## src/rtl/matmul_seq_ctrl.sv

```systemverilog
// Fetch-side sequencer: diverts fetch into MATMUL microcode on STARTMATMUL2 and back on ENDMATMUL.
// Optional MATMUL residency watchdog is enabled by defining MATMUL_WDOG_EN.
//
// state     | meaning
// NORMAL    | fetching from normal imem, waiting for START
// DRAIN_IN  | fetch held while the pipeline empties, then redirect to microcode
// MATMUL    | fetching from matmul imem, waiting for END (or watchdog)
// DRAIN_OUT | fetch held while the pipeline empties, then return to saved PC
module matmul_seq_ctrl #(
    parameter int unsigned     XLEN         = 32,
    parameter int unsigned     DRAIN_CYCLES = 3,
    parameter logic [XLEN-1:0] UCODE_BASE   = '0,
    parameter int unsigned     WDOG_LIMIT   = 256
) (
    input  logic            clk,
    input  logic            reset_n,
    input  logic [XLEN-1:0] instr_d,
    input  logic            valid_d,
    input  logic            stall_d,
    input  logic [XLEN-1:0] pc_d,
    output logic            im_sel,
    output logic            stall_f,
    output logic            flush_fd,
    output logic            pc_redirect,
    output logic [XLEN-1:0] pc_target,
    output logic [XLEN-1:0] pc_backup,
    output logic            mm_active,
    output logic            seq_err,
    output logic            wdog_trip
);
    localparam int unsigned      CNT_W      = (DRAIN_CYCLES > 1) ? $clog2(DRAIN_CYCLES) : 1;
    localparam logic [CNT_W-1:0] CNT_LOAD   = CNT_W'(DRAIN_CYCLES - 1);
    localparam logic [6:0]       OPC_MATMUL = 7'b1111010;

    typedef enum logic [1:0] {
        NORMAL    = 2'd0,
        DRAIN_IN  = 2'd1,
        MATMUL    = 2'd2,
        DRAIN_OUT = 2'd3
    } state_t;

    state_t           state_q, state_d;
    logic [CNT_W-1:0] cnt_q, cnt_d;
    logic             im_sel_q, im_sel_d;
    logic [XLEN-1:0]  pc_backup_q, pc_backup_d;
    logic             seq_err_q, seq_err_d;
    logic             flush_c, redirect_c;
    logic             is_dec, is_start, is_end, wdog_fire;
    logic             unused_instr;

    assign is_dec       = valid_d && !stall_d && (instr_d[6:0] == OPC_MATMUL);
    assign is_start     = is_dec && (instr_d[14:12] == 3'b000);
    assign is_end       = is_dec && (instr_d[14:12] == 3'b111);
    assign unused_instr = ^{instr_d[XLEN-1:15], instr_d[11:7]};

`ifdef MATMUL_WDOG_EN
    localparam logic [15:0] WDOG_LAST = 16'(WDOG_LIMIT - 1);

    logic [15:0] wdog_q, wdog_d;
    logic        wdog_trip_q, wdog_trip_d;

    // An END in the timeout cycle wins: normal exit, no trip.
    assign wdog_fire = (state_q == MATMUL) && (wdog_q == WDOG_LAST) && !is_end;

    always_comb begin
        wdog_d      = (state_q == MATMUL) ? wdog_q + 16'd1 : 16'd0;
        wdog_trip_d = wdog_trip_q | wdog_fire;
    end

    always_ff @(posedge clk or negedge reset_n) begin
        if (!reset_n) begin
            wdog_q      <= 16'd0;
            wdog_trip_q <= 1'b0;
        end else begin
            wdog_q      <= wdog_d;
            wdog_trip_q <= wdog_trip_d;
        end
    end

    assign wdog_trip = wdog_trip_q;
`else
    logic unused_wdog;
    assign unused_wdog = ^WDOG_LIMIT;
    assign wdog_fire   = 1'b0;
    assign wdog_trip   = 1'b0;
`endif

    always_comb begin
        state_d     = state_q;
        cnt_d       = cnt_q;
        im_sel_d    = im_sel_q;
        pc_backup_d = pc_backup_q;
        seq_err_d   = seq_err_q;
        flush_c     = 1'b0;
        redirect_c  = 1'b0;
        case (state_q)
            NORMAL: begin
                if (is_start) begin
                    pc_backup_d = pc_d + XLEN'(4);
                    flush_c     = 1'b1;
                    cnt_d       = CNT_LOAD;
                    state_d     = DRAIN_IN;
                end else if (is_end) begin
                    seq_err_d = 1'b1;
                end
            end
            DRAIN_IN: begin
                if (is_start || is_end) seq_err_d = 1'b1;
                if (cnt_q == '0) begin
                    im_sel_d   = 1'b1;
                    redirect_c = 1'b1;
                    state_d    = MATMUL;
                end else begin
                    cnt_d = cnt_q - 1'b1;
                end
            end
            MATMUL: begin
                if (is_start) seq_err_d = 1'b1;
                if (is_end || wdog_fire) begin
                    flush_c = 1'b1;
                    cnt_d   = CNT_LOAD;
                    state_d = DRAIN_OUT;
                end
            end
            DRAIN_OUT: begin
                if (is_start || is_end) seq_err_d = 1'b1;
                if (cnt_q == '0) begin
                    im_sel_d   = 1'b0;
                    redirect_c = 1'b1;
                    state_d    = NORMAL;
                end else begin
                    cnt_d = cnt_q - 1'b1;
                end
            end
            default: state_d = NORMAL;
        endcase
    end

    always_ff @(posedge clk or negedge reset_n) begin
        if (!reset_n) begin
            state_q     <= NORMAL;
            cnt_q       <= '0;
            im_sel_q    <= 1'b0;
            pc_backup_q <= '0;
            seq_err_q   <= 1'b0;
        end else begin
            state_q     <= state_d;
            cnt_q       <= cnt_d;
            im_sel_q    <= im_sel_d;
            pc_backup_q <= pc_backup_d;
            seq_err_q   <= seq_err_d;
        end
    end

    // flush_fd decodes live instr_d, so it is masked while reset is asserted.
    assign flush_fd    = reset_n && flush_c;
    assign pc_redirect = redirect_c;
    assign stall_f     = (state_q == DRAIN_IN) || (state_q == DRAIN_OUT);
    assign pc_target   = (state_q == DRAIN_OUT) ? pc_backup_q : UCODE_BASE;
    assign im_sel      = im_sel_q;
    assign pc_backup   = pc_backup_q;
    assign mm_active   = (state_q != NORMAL);
    assign seq_err     = seq_err_q;

endmodule

```

## config.mk

```make
export PLATFORM = sky130hd
export DESIGN_NAME = matmul_seq_ctrl
export DESIGN_NICKNAME = d
export VERILOG_FILES = /design/src/rtl/matmul_seq_ctrl.sv
export SDC_FILE = /design/constraint.sdc
export NUM_CORES = 1
export LEC_CHECK = 0
export ABC_AREA = 1
export CORE_ASPECT_RATIO = 0.8
export CORE_MARGIN = 2
export CORE_UTILIZATION = 30
export CTS_BUF_LIST = sky130_fd_sc_hd__clkbuf_16
export CTS_CLUSTER_DIAMETER = 200
export DETAILED_ROUTE_END_ITERATION = 8
export GPL_TIMING_DRIVEN = 0
export PLACE_DENSITY = 0.62
export SETUP_SLACK_MARGIN = 0.05
export SYNTH_ARGS = -nofsm -noshare
export SYNTH_HDL_FRONTEND = slang
export SYNTH_SLANG_ARGS = --single-unit
```

## constraint.sdc

```tcl
create_clock -name clk -period 3.7 [get_ports clk]
set_clock_uncertainty 0.2 [all_clocks]
set_input_delay 0.74 -clock clk [delete_from_list [all_inputs] [get_ports clk]]
set_output_delay 0.74 -clock clk [all_outputs]
set_load 0.01 [all_outputs]
```

==> results_dict.tcl <==
set metrics [dict create \
    synthAdderAreaFrac_pct 3.077 \
    grt_pass1_wl_um 14830 \
    crit_fanout 10 \
    grt_setup_unrepaired "false" \
    p_per_area_nw_per_um2 338.7 \
    cp.arrival_ns 2.29 \
    tightest_slew_ns 0.9081 \
    fin_crit_ns 3.233 \
    switching_share_pct 33.94 \
    synth.area.mux_share_pct 0 \
    maxSlewHeadroom_pct 39.46 \
    grtUsageTotal_pct 17.92 \
    regToRegStartpoint "state_q[0]" \
    power.internal_mw 0.9646 \
    design.die.area_sq_um 10290 \
    crit_path_start_kind "flip-flop" \
    switching_power_mw 0.4956 \
    postCtsSetupRepairBufs 0 \
    cts_tree "done" \
    ant_nets 0 \
    grt_max_degree 40 \
    total_power_mw 1.460 \
    synth-seq-cells 38 \
    drc 10 \
    final_cell_count_no_fill 684 \
    cpPeakStageDelay_ns 0.52 \
    violations "DRC" \
    gr-total-overflow 0 \
    insertion_delay_ns 0.28 \
    drt_iter0_drc 166 \
    diodes 0 \
    syn_nets 521 \
    hp-start "cnt_q[0]" \
    drt-total-wl_um 8971 \
    yosysWarnings 0 \
    cts_buffer_depth 2 \
    die_h_um 91.13 \
    fin_hold_ws_ns 0.2775 \
    worstPathCellList "ha_1, clkbuf_1, clkbuf_1, nand2_1, inv_1, clkdlybuf4s50_1" \
    synth_top_family_by_area "simple AND/OR/NAND/NOR gates" \
    dp.cells 676 \
    min_path_type "reg2reg" \
    hpwl_um 7496 \
    regToRegEndpoint "pc_backup[16]" \
    utilization_pct 47.10 \
    synth_area_sq_um 2846 \
    synth_compound_area_share_pct 2.505 \
    combPwrFrac_pct 33.6 \
    slew_violations 0 \
    grt_pass1_vias 2992 \
    p_leak_nw 2.143 \
    fmax_mhz 309.4 \
    antenna_found_initial 0 \
    final_layout_size_suffix_gt1_share_pct 7.030 \
    fill_cells 959 \
    initial_core_util_pct 31.10 \
    postSynthAreaPerCell_sq_um 6.382 \
    vdd_drop_max_uv 170.0 \
    routabilityCongestion 0.8580 \
    synth_xor_area_share_pct 4.615 \
    crit_path_start "state_q[0]" \
    drt_pass1_iterations 7 \
    clock_sinks 38 \
    slowest_stage "clkdlybuf4s50_1" \
    core-area_sq_um 9154 \
    path_delay_family "buffers and inverters" \
    rows 31 \
    finalHoldViolations 0 \
    crit_top_cell "clkbuf_1" \
    ctsHtreeMaxLevel 2 \
    synthTopCellsByArea "dfrtp_1 (33%), nand2_1 (28%), inv_1 (6.7%)" \
    synth_top_area_share_pct 33.41 \
    area_growth_pct 51.47 \
    synthSimpleGateAreaFrac_pct 46.99 \
    post-route-period-util_pct 87.36 \
    clkTransAtPathRegs_ns 0.06 \
    hold_path_depth 2 \
    worst-setup-path-type "reg2out" \
    boundaryPins 139 \
    power_frac_seq_pct 32.0 \
    syn_inst 446 \
    die_width_um 112.9 \
    worstPathRequired_ns 2.76 \
    seq_area_frac_synth_pct 33.41 \
    avgViaCountPerCell 4.423 \
    cts_buffers 5 \
    outcome "complete, but fails checks" \
    reg2regPathDepth 8 \
    p_clk_share_pct 34.4 \
    critPathBufInv 4 \
    vias 3025 \
    wl_per_cell_um 13.12 \
    hold_end "cnt_q[0]" \
    fin_nets 643 \
    io_buffers 115 \
    cts-root-buf "clkbuf_16" \
    synth_top_area_cell "dfrtp_1" \
    end_kind "primary output" \
    ys_types 28 \
    setup-violations-final 0 \
    cap_violations 0 \
    rrSetupSlack_ns 1.88 \
]
## registers in the layout, summed over array words and instances (netlist names)
name,flops
pc_backup,32
cnt_q,2
state_q,2
im_sel,1
seq_err,1
## worst reg2reg max path, stage by stage (launching register included)
cell and delay (ns):
dfrtp_1 0.41, inv_1 0.12, ha_1 0.25, inv_1 0.14, nor2_4 0.23, inv_4 0.09, buf_6 0.16, nand2_1 0.07
nand2_1 0.05
## Yosys cell counts
cell type,number
xnor2_1,9
inv_4,1
nand3_2,2
o21ai_2,1
buf_2,2
nor2_2,7
buf_6,2
buf_4,1
xor2_1,6
conb_1,1
dfrtp_1,38
nand3_1,7
a21boi_0,1
nand3b_1,13
nand4_1,8
o21ai_1,10
clkbuf_1,4
nor2_4,5
ha_1,7
or2_2,1
nor3_4,1
o21ai_0,1
nor2_1,46
inv_2,3
nand2_1,214
nand2_2,3
nand3_4,1
inv_1,51
## kinds of logic (layout without fill, tap and decap cells)
| logic type | count (synthesis) | after routing |
|---|---|---|
| buffers and inverters | 64 | 187 |
| and+or+nand+nor | 308 | 308 |
| DFF | 38 | 38 |
| xor gates and xnor gates | 15 | 15 |
| adders and majority gates | 7 | 7 |
| AOI/OAI and AO/OA | 13 | 13 |
| other | 1 | 1 |
## power groups by stage
stage,combinational [mW],clock [mW],sequential (mW)
after floorplan,0.280,0,0.475
after global placement,0.478,0,0.474
after detailed placement,0.494,0,0.475
after CTS,0.495,0.509,0.468
after global routing,0.554,0.526,0.473
final,0.491,0.502,0.467
## worst max-delay path by stage
stage               endpoint  slack (ns)  cells after the start
2_1_floorplan       flush_fd        1.18                      7
3_3_place_gp        flush_fd       -0.58                      3
3_5_place_dp        flush_fd        0.14                      8
4_1_cts             flush_fd        0.14                      8
5_1_grt        pc_target[16]        0.32                      6
6_report       pc_target[16]        0.47                      6
## final cells by class
type | instances | area, sq um | share of cell area [%]
Timing Repair Buffer | 115 | 1149 | 26.64
Sequential cell | 38 | 950.9 | 22.05
Clock buffer | 5 | 125.1 | 2.902
Inverter | 55 | 209.0 | 4.846
Multi-Input combinational cell | 344 | 1634 | 37.90
Clock inverter | 3 | 45.04 | 1.045
Tap cell | 115 | 143.9 | 3.337
Buffer | 9 | 55.05 | 1.277
## through the flow
| step | setup TNS, ns | cell area, sq um | setup WS (ns) |
|---|---|---|---|
| 2_1_floorplan | 0 | 2846 | 1.182 |
| 3_3_place_gp | -0.5759 | 4141 | -0.5759 |
| 3_5_place_dp | 0 | 4136 | 0.1433 |
| 4_1_cts | 0 | 4307 | 0.1360 |
| 5_1_grt | 0 | 4312 | 0.3215 |
| 6_report | 0 | 4312 | 0.4675 |
## per-layer routing
metal | wire length (um) | up-vias | global-route usage [%]
met2 | 3852 | 87 | 28.56
met4 | 22 | 0 | 2.846
met5 | 0 | - | 0
met3 | 516 | 3 | 2.804
li1 | - | 1589 | -
met1 | 4579 | 1346 | 26.09
## timing repair
action,4_1_cts,5_1_grt
endpoints found under the setup margin,0,1
resized for setup,0,2
hold buffers,0,0
## cell usage in the layout, fill, tap and decap left out, types with 2 or more instances in the layout
cell type        instances
dfrtp_1                 38
nand4_1                  8
inv_1                   51
clkbuf_1                 4
nand3b_1                13
nor2_1                  45
buf_6                    2
clkdlybuf4s50_1        113
clkinvlp_4               2
xor2_1                   6
buf_2                    3
nand2_1                214
nor2_4                   5
inv_2                    3
ha_1                     7
nand3_1                  7
nand3_2                  2
o21ai_1                 10
nor2_2                   8
nand2_2                  3
clkbuf_16                5
xnor2_1                  9
(Power assumes the default switching activity.)
